===== src/rtl/queue_wrapper_if.sv =====
// ---------------------------------------------------------------------------
// queue_wrapper_if
//   Handshake bundle for queue_wrapper: the enqueue side (din/enq_val/enq_rdy)
//   and the dequeue side (dout/deq_val/deq_rdy).
//   Modports:
//     master - environment side: drives din, enq_val, deq_rdy;
//              observes enq_rdy, dout, deq_val.
//     slave  - queue side: the mirror image of master.
// ---------------------------------------------------------------------------
interface queue_wrapper_if #(
    parameter int DATA_WIDTH = 4
);
    logic [DATA_WIDTH-1:0] din;
    logic                  enq_val;
    logic                  enq_rdy;
    logic [DATA_WIDTH-1:0] dout;
    logic                  deq_val;
    logic                  deq_rdy;

    modport master (
        output din, enq_val, deq_rdy,
        input  enq_rdy, dout, deq_val
    );

    modport slave (
        input  din, enq_val, deq_rdy,
        output enq_rdy, dout, deq_val
    );
endinterface


===== src/rtl/queue_wrapper.sv =====
// ---------------------------------------------------------------------------
// queue_wrapper
//   Synchronous FIFO acting as an elastic buffer between a producer and a
//   consumer in one clock domain. Storage is a DEPTH x DATA_WIDTH register
//   array addressed by read/write pointers that carry an extra wrap bit.
//   The head entry is shown combinationally on dout; there is no
//   enqueue-to-dequeue bypass.
//   Ports:
//     clk   - single clock, rising edge
//     reset - asynchronous, active-high; clears pointers and storage
//     q     - queue_wrapper_if.slave handshake bundle
//               din/enq_val/enq_rdy : enqueue side (enq_rdy = not full)
//               dout/deq_val/deq_rdy: dequeue side (deq_val = not empty)
//   dout always shows mem[rd_idx]; when empty it is a stale entry and must
//   be qualified with deq_val.
// ---------------------------------------------------------------------------
module queue_wrapper #(
    parameter int DATA_WIDTH = 4,
    parameter int DEPTH      = 2    // power of two, at least 2
) (
    input  logic              clk,
    input  logic              reset,
    queue_wrapper_if.slave    q
);
    localparam int AW = $clog2(DEPTH);
    localparam logic [AW:0] PTR_ONE = (AW + 1)'(1);

    logic [DATA_WIDTH-1:0] mem [DEPTH];
    logic [AW:0]           wr_ptr;
    logic [AW:0]           rd_ptr;

    logic full;
    logic empty;
    logic enq_fire;
    logic deq_fire;

    // Equal pointers mean empty; equal index with opposite wrap bits means
    // the writer is a whole lap ahead, i.e. full.
    assign empty = (wr_ptr == rd_ptr);
    assign full  = (wr_ptr[AW-1:0] == rd_ptr[AW-1:0]) && (wr_ptr[AW] != rd_ptr[AW]);

    // Ready/valid depend on state only, so a full queue does not accept a
    // new entry in the same cycle it is being drained.
    assign q.enq_rdy = !full;
    assign q.deq_val = !empty;
    assign q.dout    = mem[rd_ptr[AW-1:0]];

    assign enq_fire = q.enq_val && !full;
    assign deq_fire = q.deq_rdy && !empty;

    // NOTE: state registers use non-blocking assignments so every flop
    // samples pre-edge values regardless of statement order.
    always_ff @(posedge clk or posedge reset) begin
        if (reset) begin
            wr_ptr <= '0;
            rd_ptr <= '0;
        end else begin
            if (enq_fire) wr_ptr <= wr_ptr + PTR_ONE;
            if (deq_fire) rd_ptr <= rd_ptr + PTR_ONE;
        end
    end

    // NOTE: storage is reset on purpose so that dout reads 0 after reset even
    // though deq_val is low; this makes the array real flops, not a RAM.
    always_ff @(posedge clk or posedge reset) begin
        if (reset) begin
            for (int i = 0; i < DEPTH; i++) mem[i] <= '0;
        end else if (enq_fire) begin
            mem[wr_ptr[AW-1:0]] <= q.din;
        end
    end
endmodule


===== src/flat_wrapper.sv =====
// flat-port wrapper written by rule: the top's interface ports become plain ports
module queue_wrapper_flat 
#(
    parameter int DATA_WIDTH = 4,
    parameter int DEPTH      = 2                               
)
  (clk, reset, q_din, q_enq_val, q_deq_rdy, q_enq_rdy, q_dout, q_deq_val);
  queue_wrapper_if #(.DATA_WIDTH(DATA_WIDTH)) q_i ();
  input  logic clk;
  input  logic reset;
  input wire logic [$bits(q_i.din)-1:0] q_din;
  input wire logic [$bits(q_i.enq_val)-1:0] q_enq_val;
  input wire logic [$bits(q_i.deq_rdy)-1:0] q_deq_rdy;
  output wire logic [$bits(q_i.enq_rdy)-1:0] q_enq_rdy;
  output wire logic [$bits(q_i.dout)-1:0] q_dout;
  output wire logic [$bits(q_i.deq_val)-1:0] q_deq_val;
  assign q_i.din = q_din;
  assign q_i.enq_val = q_enq_val;
  assign q_i.deq_rdy = q_deq_rdy;
  assign q_enq_rdy = q_i.enq_rdy;
  assign q_dout = q_i.dout;
  assign q_deq_val = q_i.deq_val;
  queue_wrapper #(.DATA_WIDTH(DATA_WIDTH), .DEPTH(DEPTH)) u_core (.clk(clk), .reset(reset), .q(q_i));
endmodule

===== config.mk =====
export PLATFORM = sky130hd
export DESIGN_NAME = queue_wrapper_flat
export DESIGN_NICKNAME = d
export VERILOG_FILES = /design/src/rtl/queue_wrapper_if.sv /design/src/rtl/queue_wrapper.sv /design/src/flat_wrapper.sv
export SDC_FILE = /design/constraint.sdc
export NUM_CORES = 1
export LEC_CHECK = 0
export ABC_AREA = 1
export CORE_AREA = 10 10 47 49
export DETAILED_ROUTE_END_ITERATION = 10
export DIE_AREA = 0 0 57 59
export DONT_BUFFER_PORTS = 1
export GPL_TIMING_DRIVEN = 0
export PLACE_DENSITY = 0.69
export SYNTH_ARGS = -nofsm -noshare
export SYNTH_HDL_FRONTEND = slang
export SYNTH_SLANG_ARGS = --single-unit

===== constraint.sdc =====
create_clock -name clk -period 1.45 [get_ports clk]
set_input_delay 0.2175 -clock clk [delete_from_list [all_inputs] [get_ports clk]]
set_output_delay 0.2175 -clock clk [all_outputs]
set_load 0.05 [all_outputs]

-- Word-level counts from Yosys, hierarchy flattened
Index checks and enable logic that the tools add are counted.
- $add $sub $neg: 2
- order comparisons: 3
- equal/unequal tests: 3
- multiplexer cells: 6
- bitwise gates (word level): 2
- reductions and logical operators: 6
- operator list (kind ; number):
    4-bit 2-to-1 mux ; 4
    8-bit bitwise mux ; 1
    2-bit by 1-bit adder with 2-bit output, second input constant ; 2
    4-bit demux with 1-bit select ; 1
    2-bit greater-or-equal comparator, second input constant ; 2
    1-bit logical AND ; 4
    1-bit inverter with 2-bit output ; 2
    2-bit equality test ; 1
    1-bit logical NOT ; 2
    2-bit by 1-bit less-than comparator with 1-bit output, second input constant ; 1
    1-bit equality test ; 1
    1-bit != test ; 1
- flip-flop bits (word level): 12
- output and inout port bits: 6

-- Depth between registers and ports, before layout
Gate-level depths: netlist of the first run.
- word-level depth: 6
- mapped depth: 8

-- Worst setup path after synthesis of the first run
OpenSTA, ideal clock, no wires.
- path type: flip-flop to flip-flop
- start: register u_core.rd_ptr[0]
- end: register u_core.rd_ptr[0]
- setup time: 0.066 ns
- data arrival time: 1.214 ns
- data required time: 1.384 ns
- slack: 0.170 ns
- cell stages (with the launch flop): 9
- path buffers: 1
- period minus slack after synthesis: 1.280 ns
- cells stage by stage: dfrtp_1 -> buf_4 -> inv_4 -> nand2_4 -> nand2_4 -> nand3_2 -> nand2_1 -> nand2_1 -> nand2_1
- cells in the longest elaborated chain, start to end: 3
- elaborated cells between the ends (all ways): 4
- RTL lines (element ; RTL line ; RTL):
    from (decl) ; queue_wrapper.sv:30 ; logic [AW:0] rd_ptr;
    from (signal assigned) ; queue_wrapper.sv:59 ; if (deq_fire) rd_ptr <= rd_ptr + PTR_ONE;
    2-bit equality test ; queue_wrapper.sv:39 ; assign empty = (wr_ptr == rd_ptr);
    1-bit logical NOT ; n/a ;
    net q_deq_val ; flat_wrapper.sv:16 ; output wire logic [$bits(q_i.deq_val)-1:0] q_deq_val;
    1-bit logical AND ; queue_wrapper.sv:49 ; assign deq_fire = q.deq_rdy && !empty;
The timed path passes the listed nets, and every way through them passes these cells.
A chain may end at the register's enable or synchronous reset.

-- Final worst setup path of the first run
- start: register u_core.rd_ptr[0]
- end: output port q_enq_rdy
- cells in the longest elaborated chain, start to end: 3
- RTL lines (element ; RTL line ; RTL):
    1-bit equality test ; queue_wrapper.sv:40 ; assign full = (wr_ptr[AW-1:0] == rd_ptr[AW-1:0]) && (wr_ptr[AW] != rd_ptr[AW]);
    1-bit logical AND ; queue_wrapper.sv:40 ;
    1-bit logical NOT ; queue_wrapper.sv:44 ; assign q.enq_rdy = !full;
    to (decl) ; flat_wrapper.sv:14 ; output wire logic [$bits(q_i.enq_rdy)-1:0] q_enq_rdy;
No other way between the ends.

==> load_flow_metrics.sql, run 1 <==
INSERT INTO impl_metrics (metric_group, metric, value, unit) VALUES
('detailed_routing', 'drtAntennaViolNets', '0', ''),
('worst_setup_path', 'worst_setup_path_end_kind', 'output pin', ''),
('worst_setup_path', 'crit_cells', '6', ''),
('sta', 'final.setup_skew', '0.00305', 'ns'),
('clocking', 'clk_pin_slew', '0.07', 'ns'),
('sta', 'worst_pin_slew', '0.447', 'ns'),
('yosys', 'synth-seq-cells', '12', ''),
('min_path', 'hold_path_class', 'input pin to register', ''),
('detailed_routing', 'route.detailed.wl_per_inst', '14.2', 'um'),
('yosys', 'netlist_area', '668', 'sq um'),
('run', 'max-cap-violations', '0', ''),
('clocking', 'tritoncts.num_buffers', '3', ''),
('detailed_routing', 'detail_route.vias_per_cell', '5.11', ''),
('worst_setup_path', 'cp_num_buf_inv', '3', ''),
('finish', 'nNetsFinal', '104', ''),
('global_routing', 'remaining_overflow_grt', '0', ''),
('clocking', 'clk_path_buf_depth', '2', ''),
('finish', 'fillerInstances', '114', ''),
('global_routing', 'first_global_vias', '559', ''),
('yosys', 'syn-instance-count', '81', ''),
('sta', 'timing_hold_violations_final', '0', ''),
('yosys', 'mappedNetlistNets', '89', ''),
('worst_setup_path', 'reg2reg_depth', '9', ''),
('worst_setup_path', 'setup_slack_on_the_worst_flop_to_flop_path', '0.13', 'ns'),
('worst_setup_path', 'critical_path.max_stage_delay', '0.37', 'ns'),
('floorplan', 'die_y', '59', 'um'),
('worst_setup_path', 'critPathTopFamily', 'flip-flops', ''),
('detailed_routing', 'firstDrtPassIters', '4', ''),
('global_routing', 'grt_first_pass_wirelength', '2430', 'um'),
('clocking', 'cts_max_level', '1', ''),
('outcome', 'failed_checks', 'negative setup slack', ''),
('worst_setup_path', 'cp_data_arrival_time', '1.25', 'ns'),
('sta', 'relSlewSlack', '0.702', ''),
('placed_design', 'detailedPlacementHpwl', '1010', 'um'),
('worst_setup_path', 'critPathCapture', 'q_enq_rdy', ''),
('worst_setup_path', 'critical_path_required_time', '1.23', 'ns'),
('worst_setup_path', 'setup.worst_path.class', 'register to output pin', ''),
('sta', 'post-route-worst-setup-slack', '-0.0146', 'ns'),
('sta', 'layout_min_cycle_time', '1.46', 'ns'),
('finish', 'fin_area', '858', 'sq um'),
('floorplan', 'initial_util', '0.477', ''),
('detailed_routing', 'route.detailed.drc', '0', ''),
('global_routing', 'globalRouteTotalUtil', '0.0915', ''),
('outcome', 'run_status', 'finished with violations', ''),
('worst_setup_path', 'r2r_end', 'u_core.mem[3]', ''),
('floorplan', 'die_area', '3360', 'sq um'),
('finish', 'multi_input_comb_area', '333', 'sq um'),
('worst_setup_path', 'worstReg2RegStart', 'u_core.rd_ptr[0]', ''),
('worst_setup_path', 'top_cell_by_count_worst_path', 'sky130_fd_sc_hd__nand2_4', ''),
('floorplan', 'core-area', '1400', 'sq um'),
('yosys', 'ys_warn_count', '0', ''),
('sta', 'achievable-frequency', '683', 'MHz'),
('yosys', 'synthDistinctLibCells', '14', ''),
('worst_setup_path', 'path_max_fanout', '8', ''),
('yosys', 'seq_area_frac_synth', '0.449', ''),
('clocking', 'root_buffer', 'sky130_fd_sc_hd__clkbuf_4', ''),
('finish', 'syn_to_final_growth', '28.5', '%'),
('yosys', 'syn_avg_cell_area', '8.25', 'sq um'),
('clocking', 'clkSinkCount', '12', ''),
('sta', 'finalSetupViolations', '1', ''),
('worst_setup_path', 'start_kind', 'register', ''),
('finish', 'layout_commonest_cell', 'sky130_fd_sc_hd__nand2_1', ''),
('detailed_routing', 'drt_first_iter_violations', '3', ''),
('placed_design', 'place.gp.congestion', '0.748', ''),
('placed_design', 'placed_cell_area', '688', 'sq um'),
('floorplan', 'io_pins', '14', ''),
('worst_setup_path', 'start_point_of_the_critical_path', 'u_core.rd_ptr[0]', ''),
('worst_setup_path', 'crit_chain', 'buf_6 > inv_8 > nand2_4 > nand2_4 > nand2_8 > buf_12', ''),
('finish', 'antenna_cells_inserted', '0', ''),
('finish', 'share_of_cells_above_drive_strength_1', '0.351', ''),
('finish', 'final_cell_mix', 'sky130_fd_sc_hd__nand2_1, sky130_fd_sc_hd__dfrtp_1, sky130_fd_sc_hd__nand4_1, sky130_fd_sc_hd__nand2_2, sky130_fd_sc_hd__buf_4', '');
metal layers:
layer | GRT usage | up-vias | wire, um
met1 | 0.0876 | 262 | 603
met2 | 0.166 | 7 | 850
met3 | 0.0279 | 5 | 70
met5 | 0 | - | 0
met4 | 0.0604 | 0 | 36
li1 | - | 288 | -
repair_timing:
action,in CTS,in global routing
hold buffers,1,0
setup endpoints to repair,6,1
buffers inserted,0,8
hold endpoints to repair,12,0
cloned,0,1
resized for setup,9,6
pin swaps,0,2
worst min path at each step:
stage               slack, ns          endpoint  depth (start not counted)      from
floorplan                0.08     u_core.mem[0]                          1     reset
global placement         0.15  u_core.rd_ptr[0]                          1     reset
detailed placement       0.14  u_core.rd_ptr[0]                          1     reset
CTS                      0.09     u_core.mem[5]                          2  q_din[1]
global route              0.1     u_core.mem[0]                          2  q_din[0]
finish                   0.08     u_core.mem[5]                          2  q_din[1]
per-stage QoR:
step                setup WS, ns  cells  utilization  TNS (ns)  hold WS [ns]
finish                   -0.0146    110        0.613   -0.0146        0.0833
detailed placement        0.0641     97        0.491         0         0.138
global route             -0.0530    110        0.613   -0.0867        0.0972
floorplan                  0.170     81            -         0        0.0822
CTS                      0.00215    101        0.537         0        0.0915
global placement          0.0671     97        0.491         0         0.145
cell families (layout without fill, tap and decap cells):
family,count (synthesis),in the layout,share of synthesized area
xor+xnor,1,1,0.0131
buf+inv,9,22,0.103
simple gates,59,59,0.434
flops,12,12,0.449
cell type report:
type,instances,area share
buffer,4,0.0627
multi-input combinational,60,0.388
tap,16,0.0233
sequential,12,0.350
inverter,5,0.0394
timing repair buffer,10,0.111
clock buffer,3,0.0262
flip-flops by register name (all words and copies together), names as in the netlist:
signal         cells
u_core.mem         8
u_core.wr_ptr      2
u_core.rd_ptr      2
worst register-to-register path: cells and delay by family, from the launching register on:
family	cells	cell delay (ns)
AND/OR/NAND/NOR	5	0.35
flip-flops	1	0.37
buffers and inverters	4	0.49
synth_stat cells:
cell	number	area [sq um]
sky130_fd_sc_hd__buf_4	1	7.51
sky130_fd_sc_hd__inv_1	2	7.51
sky130_fd_sc_hd__nand2_4	3	33.8
sky130_fd_sc_hd__nand3_1	2	10.0
sky130_fd_sc_hd__buf_8	1	15.0
sky130_fd_sc_hd__nand4_1	9	56.3
sky130_fd_sc_hd__inv_4	2	12.5
sky130_fd_sc_hd__nand3_2	3	30.0
sky130_fd_sc_hd__xor2_1	1	8.76
sky130_fd_sc_hd__buf_6	2	22.5
sky130_fd_sc_hd__inv_2	1	3.75
sky130_fd_sc_hd__nand2_1	41	154
sky130_fd_sc_hd__nand2_2	1	6.26
sky130_fd_sc_hd__dfrtp_1	12	300
Power of run 1 is not shown: default switching activity piles up to over one toggle a cycle in this logic, so the estimate is an artifact.
==> inputs of run 2 (changes only) <==
Settings changed: PLACE_DENSITY 0.69 to 0.65.
==> run 2 against run 1 <==
  * The run now ends clean
  * Clock skew fell by 0.0017 ns
  * Maximum frequency rose by 2.9%
  * Sequential cell count did not move
  * Core utilization rose by 1.5 points
  * Critical path depth fell by 1
==> load_flow_metrics.sql, run 2 (synthesis results as in run 1) <==
INSERT INTO impl_metrics (metric_group, metric, value, unit) VALUES
('finish', 'reg_top3', 'u_core.mem x8, u_core.rd_ptr x2, u_core.wr_ptr x2', ''),
('detailed_routing', 'detail_route.vias_per_cell', '5.29', ''),
('finish', 'syn_to_final_growth', '31.6', '%'),
('global_routing', 'remaining_overflow_grt', '0', ''),
('sta', 'final-max-slew-violation-count', '0', ''),
('finish', 'layout_commonest_cell', 'sky130_fd_sc_hd__nand2_1', ''),
('detailed_routing', 'firstDrtPassIters', '6', ''),
('floorplan', 'core-area', '1400', 'sq um'),
('placed_design', 'place.gp.congestion', '0.708', ''),
('worst_setup_path', 'cp_data_arrival_time', '1.21', 'ns'),
('floorplan', 'rows', '14', ''),
('global_routing', 'grt_max_degree', '13', ''),
('sta', 'rsz0062_at_grt', 'true', ''),
('sta', 'achievable-frequency', '703', 'MHz'),
('worst_setup_path', 'start_kind', 'register', ''),
('worst_setup_path', 'setup.worst_path.class', 'register to output pin', ''),
('finish', 'final_cell_mix', 'sky130_fd_sc_hd__nand2_1, sky130_fd_sc_hd__dfrtp_1, sky130_fd_sc_hd__nand4_1, sky130_fd_sc_hd__buf_4, sky130_fd_sc_hd__nand2_2', ''),
('sta', 'final.setup_skew', '0.00136', 'ns'),
('sta', 'finalCritPeriodShare', '0.982', ''),
('global_routing', 'number_of_antenna_violations_at_the_first_check_in_global_routing', '0', ''),
('clocking', 'cts_max_level', '1', ''),
('detailed_routing', 'route.detailed.wl_per_inst', '14.2', 'um'),
('worst_setup_path', 'worstReg2RegStart', 'u_core.rd_ptr[0]', ''),
('worst_setup_path', 'r2r_end', 'u_core.mem[2]', ''),
('clocking', 'tritoncts.num_buffers', '3', ''),
('floorplan', 'initial_util', '0.477', ''),
('finish', 'antenna_cells_inserted', '0', ''),
('sta', 'layout_min_cycle_time', '1.42', 'ns'),
('finish', 'largest_register', 'u_core.mem', ''),
('sta', 'timing_hold_violations_final', '0', ''),
('clocking', 'clk_path_buf_depth', '2', ''),
('worst_setup_path', 'critical_path_required_time', '1.23', 'ns'),
('clocking', 'cts_tree', 'built', ''),
('sta', 'relSlewSlack', '0.690', ''),
('placed_design', 'detailedPlacementHpwl', '970', 'um'),
('detailed_routing', 'drt_first_iter_violations', '21', ''),
('finish', 'post-route-util', '0.628', ''),
('outcome', 'run_status', 'complete, no violations', ''),
('finish', 'nNetsFinal', '105', ''),
('worst_setup_path', 'critPathCapture', 'q_enq_rdy', ''),
('global_routing', 'grt_first_pass_wirelength', '2660', 'um'),
('run', 'max-cap-violations', '0', ''),
('finish', 'share_of_cells_above_drive_strength_1', '0.354', ''),
('placed_design', 'io_buffers', '0', ''),
('clocking', 'root_buffer', 'sky130_fd_sc_hd__clkbuf_4', ''),
('floorplan', 'die_y', '59', 'um'),
('worst_setup_path', 'start_point_of_the_critical_path', 'u_core.wr_ptr[0]', ''),
('floorplan', 'io_pins', '14', ''),
('clocking', 'clk_pin_slew', '0.08', 'ns'),
('global_routing', 'first_global_vias', '590', ''),
('worst_setup_path', 'reg2reg_depth', '9', ''),
('clocking', 'clkSinkCount', '12', ''),
('worst_setup_path', 'path_max_fanout', '5', ''),
('placed_design', 'placedCellCount', '97', ''),
('detailed_routing', 'route.detailed.drc', '0', ''),
('finish', 'fin_cells', '112', ''),
('sta', 'finalSetupViolations', '0', ''),
('clocking', 'insertion_delay', '0.28', 'ns'),
('floorplan', 'die_area', '3360', 'sq um'),
('finish', 'largest_register_ff_count', '8', ''),
('detailed_routing', 'drtAntennaViolNets', '0', ''),
('detailed_routing', 'route.vias.total', '592', ''),
('worst_setup_path', 'setup_slack_on_the_worst_flop_to_flop_path', '0.09', 'ns'),
('worst_setup_path', 'worst_setup_path_end_kind', 'output pin', ''),
('global_routing', 'globalRouteTotalUtil', '0.0989', ''),
('min_path', 'hold_path_class', 'input pin to register', ''),
('sta', 'worst_pin_slew', '0.464', 'ns'),
('floorplan', 'die_x', '57', 'um'),
('detailed_routing', 'finalWirelength', '1590', 'um'),
('min_path', 'worstHoldStart', 'q_din[1]', '');
==> run 2: changes by cell type in the layout (fill, tap and decap cells not counted), sizes merged <==
cell / delta
bufbuf: +1
buf: +1
==> run 2: layout make-up <==
type,count,area [sq um]
inverters,5,33.8
well taps,16,20.0
clock buffers,4,36.3
fillers,130,522
repair buffers,11,114
multi-input cells,60,322
flip-flops and latches,12,300
plain buffers,4,53.8
==> run 2: worst min-delay path by stage <==
stage / to / slack [ns] / cells after the start
floorplan: u_core.mem[0] / 0.08 / 1
global placement: u_core.rd_ptr[0] / 0.14 / 1
detailed placement: u_core.rd_ptr[0] / 0.15 / 1
CTS: u_core.mem[1] / 0.08 / 2
global route: u_core.mem[2] / 0.08 / 2
finish: u_core.mem[1] / 0.08 / 2
==> run 2: per-layer routing <==
layer,part of all wire,track usage,up-vias
met5,0,0,-
met4,0.019,0.0503,0
met3,0.096,0.0343,5
met2,0.51,0.163,21
met1,0.37,0.111,275
li1,-,-,291
==> run 2: metrics by stage <==
stage | setup TNS, ns | hold slack [ns] | worst slack [ns] | instance area, sq um
finish | 0 | 0.0751 | 0.0265 | 880
global route | -0.0182 | 0.0751 | -0.0182 | 880
CTS | 0 | 0.0790 | 0.0208 | 846
detailed placement | 0 | 0.147 | 0.0629 | 688
global placement | 0 | 0.141 | 0.0693 | 688
floorplan | 0 | 0.0822 | 0.170 | 668
==> run 2: worst max-delay path: stages (launching register included) <==
cell and delay (ns):
sky130_fd_sc_hd__dfrtp_1 0.38, sky130_fd_sc_hd__buf_6 0.14, sky130_fd_sc_hd__nand2_1 0.10, sky130_fd_sc_hd__nand2_4 0.08
sky130_fd_sc_hd__nand2_4 0.09, sky130_fd_sc_hd__buf_12 0.14
==> run 2: what timing repair did <==
action	4_1_cts	5_1_grt
endpoints found under the setup margin	6	6
gates resized for setup	10	4
endpoints found under the hold margin	12	0
setup buffers	6	3
cloned	1	0
hold buffers	1	0
pin swaps	1	1
Power of run 2 is left out for the same reason.
